==> src/rtl/gpu_pixel_queue.sv <==
// gpu_pixel_queue
//   Elastic pixel queue between the rasterizer and gpu_memcontroller. Buffers
//   (x, y, r, g, b) pixel writes and presents them one word per cycle on
//   data_ready_o. A frame-done request drains all accepted pixels, then a
//   one-cycle flush_o pulse swaps the frame buffer.
//
// Ports
//   clk, n_rst                 clock, synchronous active-low reset
//   pixel_valid_i/ready_o      rasterizer handshake (transfer on valid && ready)
//   r_i, g_i, b_i, x_i, y_i    pixel colour and coordinates
//   frame_done_i               single-cycle end-of-frame request (RUN only)
//   mem_hold_i                 stalls draining while high
//   data_ready_o, *data_o      one-cycle word strobe and registered pixel data
//   adddatax_o, adddatay_o     registered pixel address
//   flush_o                    one-cycle frame-buffer swap pulse
//   count_o                    occupancy, 0..DEPTH
//   busy_o                     high while not accepting a frame (DRAIN/SWAP)
//
// CHANNEL_BITS/WIDTH_BITS/HEIGHT_BITS must match the values used by the memory
// controller (gpu_definitions.vh).
module gpu_pixel_queue #(
    parameter int unsigned DEPTH        = 16,
    parameter int unsigned CHANNEL_BITS = 8,
    parameter int unsigned WIDTH_BITS   = 10,
    parameter int unsigned HEIGHT_BITS  = 9
) (
    input  logic                      clk,
    input  logic                      n_rst,
    input  logic                      pixel_valid_i,
    output logic                      pixel_ready_o,
    input  logic [CHANNEL_BITS-1:0]   r_i,
    input  logic [CHANNEL_BITS-1:0]   g_i,
    input  logic [CHANNEL_BITS-1:0]   b_i,
    input  logic [WIDTH_BITS-1:0]     x_i,
    input  logic [HEIGHT_BITS-1:0]    y_i,
    input  logic                      frame_done_i,
    input  logic                      mem_hold_i,
    output logic                      data_ready_o,
    output logic [CHANNEL_BITS-1:0]   rdata_o,
    output logic [CHANNEL_BITS-1:0]   gdata_o,
    output logic [CHANNEL_BITS-1:0]   bdata_o,
    output logic [WIDTH_BITS-1:0]     adddatax_o,
    output logic [HEIGHT_BITS-1:0]    adddatay_o,
    output logic                      flush_o,
    output logic [$clog2(DEPTH):0]    count_o,
    output logic                      busy_o
);

    localparam int unsigned PTR_BITS   = $clog2(DEPTH);
    localparam int unsigned CNT_BITS   = PTR_BITS + 1;
    localparam int unsigned ENTRY_BITS = 3 * CHANNEL_BITS + WIDTH_BITS + HEIGHT_BITS;
    localparam logic [CNT_BITS-1:0] FULL_COUNT = CNT_BITS'(DEPTH);

    typedef enum logic [1:0] {StRun, StDrain, StSwap} state_e;

    state_e                  state_q;
    logic [PTR_BITS-1:0]     wr_ptr_q, rd_ptr_q;
    logic [CNT_BITS-1:0]     count_q, count_d;
    logic [ENTRY_BITS-1:0]   mem_q [DEPTH];
    logic                    data_ready_q;
    logic [CHANNEL_BITS-1:0] rdata_q, gdata_q, bdata_q;
    logic [WIDTH_BITS-1:0]   x_q;
    logic [HEIGHT_BITS-1:0]  y_q;
    logic                    push, pop;

    assign pixel_ready_o = (state_q == StRun) && (count_q != FULL_COUNT);
    assign push          = pixel_valid_i && pixel_ready_o;
    // Popping ignores state so DRAIN keeps emptying the queue.
    assign pop           = (count_q != '0) && !mem_hold_i;

    always_comb begin
        count_d = count_q;
        if (push && !pop) begin
            count_d = count_q + CNT_BITS'(1);
        end else if (!push && pop) begin
            count_d = count_q - CNT_BITS'(1);
        end
    end

    // Storage is not reset: entries are only read once the counter says valid.
    always_ff @(posedge clk) begin
        if (push) begin
            mem_q[wr_ptr_q] <= {r_i, g_i, b_i, x_i, y_i};
        end
    end

    always_ff @(posedge clk) begin
        if (!n_rst) begin
            state_q      <= StRun;
            wr_ptr_q     <= '0;
            rd_ptr_q     <= '0;
            count_q      <= '0;
            data_ready_q <= 1'b0;
            rdata_q      <= '0;
            gdata_q      <= '0;
            bdata_q      <= '0;
            x_q          <= '0;
            y_q          <= '0;
        end else begin
            count_q      <= count_d;
            data_ready_q <= pop;
            if (push) begin
                wr_ptr_q <= wr_ptr_q + PTR_BITS'(1);
            end
            if (pop) begin
                rd_ptr_q <= rd_ptr_q + PTR_BITS'(1);
                {rdata_q, gdata_q, bdata_q, x_q, y_q} <= mem_q[rd_ptr_q];
            end
            unique case (state_q)
                StRun: begin
                    if (frame_done_i) begin
                        state_q <= StDrain;
                    end
                end
                StDrain: begin
                    // Wait until the final word has also left the output register.
                    if ((count_q == '0) && !data_ready_q) begin
                        state_q <= StSwap;
                    end
                end
                StSwap:  state_q <= StRun;
                default: state_q <= StRun;
            endcase
        end
    end

    assign data_ready_o = data_ready_q;
    assign rdata_o      = rdata_q;
    assign gdata_o      = gdata_q;
    assign bdata_o      = bdata_q;
    assign adddatax_o   = x_q;
    assign adddatay_o   = y_q;
    assign flush_o      = (state_q == StSwap);
    assign count_o      = count_q;
    assign busy_o       = (state_q != StRun);

endmodule

==> config.mk <==
export PLATFORM = sky130hd
export DESIGN_NAME = gpu_pixel_queue
export DESIGN_NICKNAME = d
export VERILOG_FILES = /design/src/rtl/gpu_pixel_queue.sv
export SDC_FILE = /design/constraint.sdc
export NUM_CORES = 1
export LEC_CHECK = 0
export BUFFER_PORTS_ARGS = -buffer_cell sky130_fd_sc_hd__buf_2
export CORE_MARGIN = 2
export CORE_UTILIZATION = 50
export CTS_CLUSTER_DIAMETER = 80
export DETAILED_ROUTE_END_ITERATION = 10
export PLACE_DENSITY = 0.67
export SLEW_MARGIN = 20
export SYNTH_ARGS = -nofsm -noshare
export SYNTH_HDL_FRONTEND = slang
export SYNTH_SLANG_ARGS = --single-unit
==> constraint.sdc <==
create_clock -name clk -period 6.5 [get_ports clk]
set_input_delay 0.325 -clock clk [delete_from_list [all_inputs] [get_ports clk]]
set_output_delay 0.325 -clock clk [all_outputs]
set_load 0.05 [all_outputs]
==> results of run 1 <==
[worst min-delay path: stages]
cell and delay, ps:
buf_2 100, a21oi_4 60, xnor2_1 130, nor2_1 30
[layout by cell type (no fill, tap or decap), drive strengths merged, types with 3 or more instances in the layout]
cell type	count
edfxtp	688
mux4	172
buf	122
clkbuf	104
mux2i	90
dfxtp	59
nand2	53
o221ai	43
nor2	31
clkinv	22
inv	12
ha	10
bufinv	8
xor2	7
a21oi	7
nor3	4
nand2b	3
[cell type report]
class	instances	area (um^2)
Multi-Input combinational cell	435	6280
Tap cell	756	946
Fill cell	4137	24000
Clock inverter	33	365
Sequential cell	747	21900
Clock buffer	104	2190
Inverter	10	37.5
Timing Repair Buffer	124	701
[flip-flops by register name (all words and copies together) (netlist names), 2 cells and up]
signal,cells
mem_q,688
adddatay_o,9
wr_ptr_q,4
rd_ptr_q,4
bdata_o,8
count_o,5
state_q,2
adddatax_o,10
rdata_o,8
gdata_o,8
[per-stage QoR]
stage / cells / hold WS, ps
after floorplan: 1258 / 422
after global placement: 2070 / 446
after detailed placement: 2070 / 445
after CTS: 2209 / 48.8
after global routing: 2209 / 83.5
final: 2209 / 75.1
[logic make-up after synthesis]
group                      share of synthesized area (%)
and+or+nand+nor                                     1.56
xor gates and xnor gates                           0.277
DFF                                                 76.7
muxes                                               16.8
buffers and inverters                               1.63
adders and majority gates                          0.510
AOI/OAI and AO/OA                                   2.51
[power breakdown]
part / switching, mW / total (mW) / internal (mW)
logic: 1.51 / 2.64 / 1.13
clock network: 1.73 / 4.41 / 2.67
registers: 0.223 / 5.72 / 5.50
[worst paths after layout]
check,from,cells after the start,slack [ps],endpoint
setup / recovery,state_q[1],5,3290,mem_q[7][25]
hold / removal,mem_hold_i,4,80,rd_ptr_q[0]
setup reg to reg,state_q[1],5,3290,mem_q[7][25]
hold reg to reg,rdata_o[7],2,460,rdata_o[7]
[per-layer routing]
metal | vias to the layer above | part of all wire, % | global-route usage [%]
met4 | 2 | 1.6 | 5.20
met5 | - | 0.022 | 0
met1 | 7059 | 43 | 28.5
li1 | 5536 | - | -
met3 | 71 | 5.9 | 3.57
met2 | 359 | 50 | 33.6
==> metrics.txt, run 1 <==
status finished clean; Die H 243 um; Seq cells post-synth 747; area of the mapped netlist 28,500 um^2; Worst Skew 21.2 ps; Vias/cell 5.90; Util after Layout 57.4%; final period utilization 49.4%; initial core utilization 50.5%; initial antenna violation count 1; Max-Slew Margin vs Limit 25.7%; power consumption 12.8 mW; Syn. warnings 0; layout cells sized above 1 32.8%; P_leak 10.1 nW; RSZ-0062 raised after global routing false; CTS tree built; Die Span X 243 um; first-pass GRT wire length 88,300 um; crit-path max cell delay 740 ps; CTS Root Cell clkbuf_16; Max Fanout on Critical Path 24; library cells used by synthesis 37; Routed Antenna Nets 0; number of global-route vias before repair 13,704; # Max-Cap Violations 0; fmax 311 MHz; Top FF cell, synth edfxtp_1; pwr dens 394 nW/um^2; crit path kind register to register; Synth top area share 72.6%; DR iter-0 viols 1,167; clk buf depth 3; Slew @ Worst Pin 1110 ps; Async S/R FF share, synth 0%; Synth Instances 1,258; synthesized area per cell 22.6 um^2; Worst setup EP type register; CP Launch Type register; Critical Path, Cell by Cell or2_1, a211oi_4, nand2_1, nor2_4, buf_4; CP top delay family simple AND/OR/NAND/NOR gates; # IOs 100; final wirelength 58,500 um; Post-synth EDFFs 688; count leader, synth edfxtp_1; Final min period 3210 ps; Ant. Diodes 0; CTS Buf Count 75; # DRC 0; Post-CTS Hold Fix Bufs 2; clock latency on the worst-skew pair 610 ps; top cells by count, synth edfxtp_1, mux4_2, mux2i_1; hpwl dp 29,900 um; core area 56,400 um^2; area leader, netlist edfxtp_1; Hold Crit Class input pin to register; H-Tree Depth 3; Reg clk slew, reported paths 60 ps; Port Buffers 99; area grow syn2layout 13.7%; post-synthesis sequential area ratio 76.7%; row count 87; top cells by area, synth edfxtp_1, mux4_2, dfxtp_1, mux2i_1, o221ai_2; Setup TNS 0 ps; post-route cell area 32,400 um^2; Post-CTS Resized 0; DRT Pass-1 Iters 5; peak supply drop 0.000262 V; GP Congestion 0.737; synthesized net count 1,317; fin. max-slew vios 0; PnR worst setup slack 3290 ps; Buf/Inv on CP 1; GRT Util Overall 20.4%; dpl ws 3300 ps; via count 13,027; Nets 1,452; final hold viol count 0; wire length per cell 26.5 um; # Post-CTS Setup Buffers 0; Req. time, crit path 6740 ps; placed standard-cell area 29,800 um^2; Die Area 58,900 um^2; final-report setup violation count 0; pin count of the biggest net entering global routing 105; slowest stage cell, crit path nor2_4; Overflow after GRT 0; CP arrival 3450 ps; clock sink count 747
Power figures use the tool's default switching activity.
==> run 2, diff against run 1 <==
- PLACE_DENSITY: 0.67 -> 0.69
- clock period: 6.5 -> 2.9 ns (I/O delays scaled with it)
==> run 2 against run 1 <==
Net effect: critical path depth up 4; power up 120%; final area up 3.1%; largest power group unchanged; maximum frequency up 22%; register-to-register slack worse by 3000 ps; combinational power up 140%; first-iteration DRC count down 19%; global-route usage down 0.26 points.
==> metrics.txt, run 2 (synthesis gave the netlist of run 1 again) <==
status finished clean (unchanged); RSZ-0062 raised after global routing false (unchanged); fmax 380 MHz (was 311 MHz); layout cells sized above 1 32.6% (was 32.8%); core area 56,400 um^2 (unchanged); wire length per cell 25.4 um (was 26.5 um); DR iter-0 viols 942 (was 1,167); clk buf depth 3 (unchanged); Hold Crit Class input pin to register (unchanged); # Post-CTS Setup Buffers 0 (unchanged); crit path kind register to register (unchanged); CP arrival 3160 ps (was 3450 ps); initial core utilization 50.5% (unchanged); Overflow after GRT 0 (unchanged); Port Buffers 99 (unchanged); max reg flops 688 (unchanged); CP Launch Type register (unchanged); P_leak 10.4 nW (was 10.1 nW); final-report setup violation count 0 (unchanged); CTS Root Cell clkbuf_16 (unchanged); GRT Util Overall 20.1% (was 20.4%); # DRC 0 (unchanged); Fill cells 4,071 (was 4,137); Routed Antenna Nets 0 (unchanged); Die Span X 243 um (unchanged); Final min period 2630 ps (was 3210 ps); Worst setup EP type register (unchanged); DRT Pass-1 Iters 7 (was 5); Max Fanout on Critical Path 9 (was 24); clock latency on the worst-skew pair 610 ps (about the same); CTS Buf Count 76 (was 75); Setup TNS 0 ps (unchanged); Ant. Diodes 0 (unchanged); final period utilization 90.8% (was 49.4%); power consumption 28.7 mW (was 12.8 mW); Die Area 58,900 um^2 (unchanged); GP Congestion 0.728 (was 0.737); first-pass GRT wire length 88,300 um (about the same); Worst Skew 17.3 ps (was 21.2 ps); peak supply drop 0.000538 V (was 0.000262 V); Top reg by flops mem_q (unchanged); final hold viol count 0 (unchanged); hpwl dp 30,500 um (was 29,900 um); clock sink count 747 (unchanged); pin count of the biggest net entering global routing 68 (was 105); Max-Slew Margin vs Limit 59.5% (was 25.7%); # Max-Cap Violations 0 (unchanged); final wirelength 57,800 um (was 58,500 um); R2R Setup Slk 270 ps (was 3290 ps); pwr dens 860 nW/um^2 (was 394 nW/um^2); fin. max-slew vios 0 (unchanged); number of global-route vias before repair 14,113 (was 13,704); row count 87 (unchanged); Vias/cell 5.78 (was 5.90); commonest non-fill, non-tap cell in the layout edfxtp_1 (unchanged); Req. time, crit path 3430 ps (was 6740 ps); commonest cells after routing, fill and taps aside edfxtp_1, mux4_2, buf_2 (unchanged); Reg clk slew, reported paths 60 ps (about the same); CTS tree built (unchanged); # IOs 100 (unchanged); H-Tree Depth 3 (unchanged); Nets 1,521 (was 1,452); initial antenna violation count 1 (unchanged); area grow syn2layout 17.2% (was 13.7%); via count 13,174 (was 13,027); Die H 243 um (unchanged); Slew @ Worst Pin 607 ps (was 1110 ps)
run 2: worst max-delay path: stages (launching register included):
cell	delay, ps
dfxtp_1	320
or2_2	340
a211oi_4	410
ha_1	290
inv_1	120
ha_1	320
a21o_1	170
a21oi_1	170
mux2i_1	230
mux2i_1	210
run 2: metal layers:
layer | wire, um | share of wire (%) | GRT usage (%)
met3 | 2380 | 4.1 | 3.27
met5 | 11 | 0.019 | 0
met4 | 1230 | 2.1 | 5.85
met1 | 24300 | 42 | 26.8
met2 | 29900 | 52 | 34.5
run 2: timing repair:
item	CTS	global route
setup endpoints to repair	0	0
endpoints found under the hold margin	696	0
gates resized for setup	0	0
hold buffers	46	0
run 2: layout make-up:
type	count	area [um^2]	area share, %
well taps	756	946	2.84
multi-input cells	435	6310	18.9
inverters	10	37.5	0.113
clock inverters	30	285	0.855
flip-flops and latches	747	21900	65.5
repair buffers	192	1720	5.16
clock buffers	110	2210	6.61
run 2: report_power, final:
| group | total, mW | switching (mW) | internal (mW) |
|---|---|---|---|
| sequential | 12.7 | 0.353 | 12.3 |
| combinational | 6.36 | 3.54 | 2.82 |
| clock | 9.65 | 3.91 | 5.74 |
run 2: path summary, 6_finish.rpt:
| kind | startpoint | end | depth (start not counted) |
|---|---|---|---|
| setup / recovery | state_q[1] | count_o[4] | 9 |
| hold / removal | pixel_valid_i | wr_ptr_q[0] | 5 |
| setup reg to reg | state_q[1] | count_o[4] | 9 |
| hold reg to reg | bdata_o[6] | bdata_o[6] | 2 |
run 2: through the flow:
step	utilization [%]	instance area, um^2	instances	setup slack [ps]	hold slack, ps
2_1_floorplan	-	28500	1258	-33.6	244
3_3_place_gp	53.9	30400	2094	345	425
3_5_place_dp	53.9	30400	2094	292	443
4_1_cts	59.2	33400	2280	270	10.6
5_1_grt	59.2	33400	2280	59.8	80.7
6_report	59.2	33400	2280	266	42.6
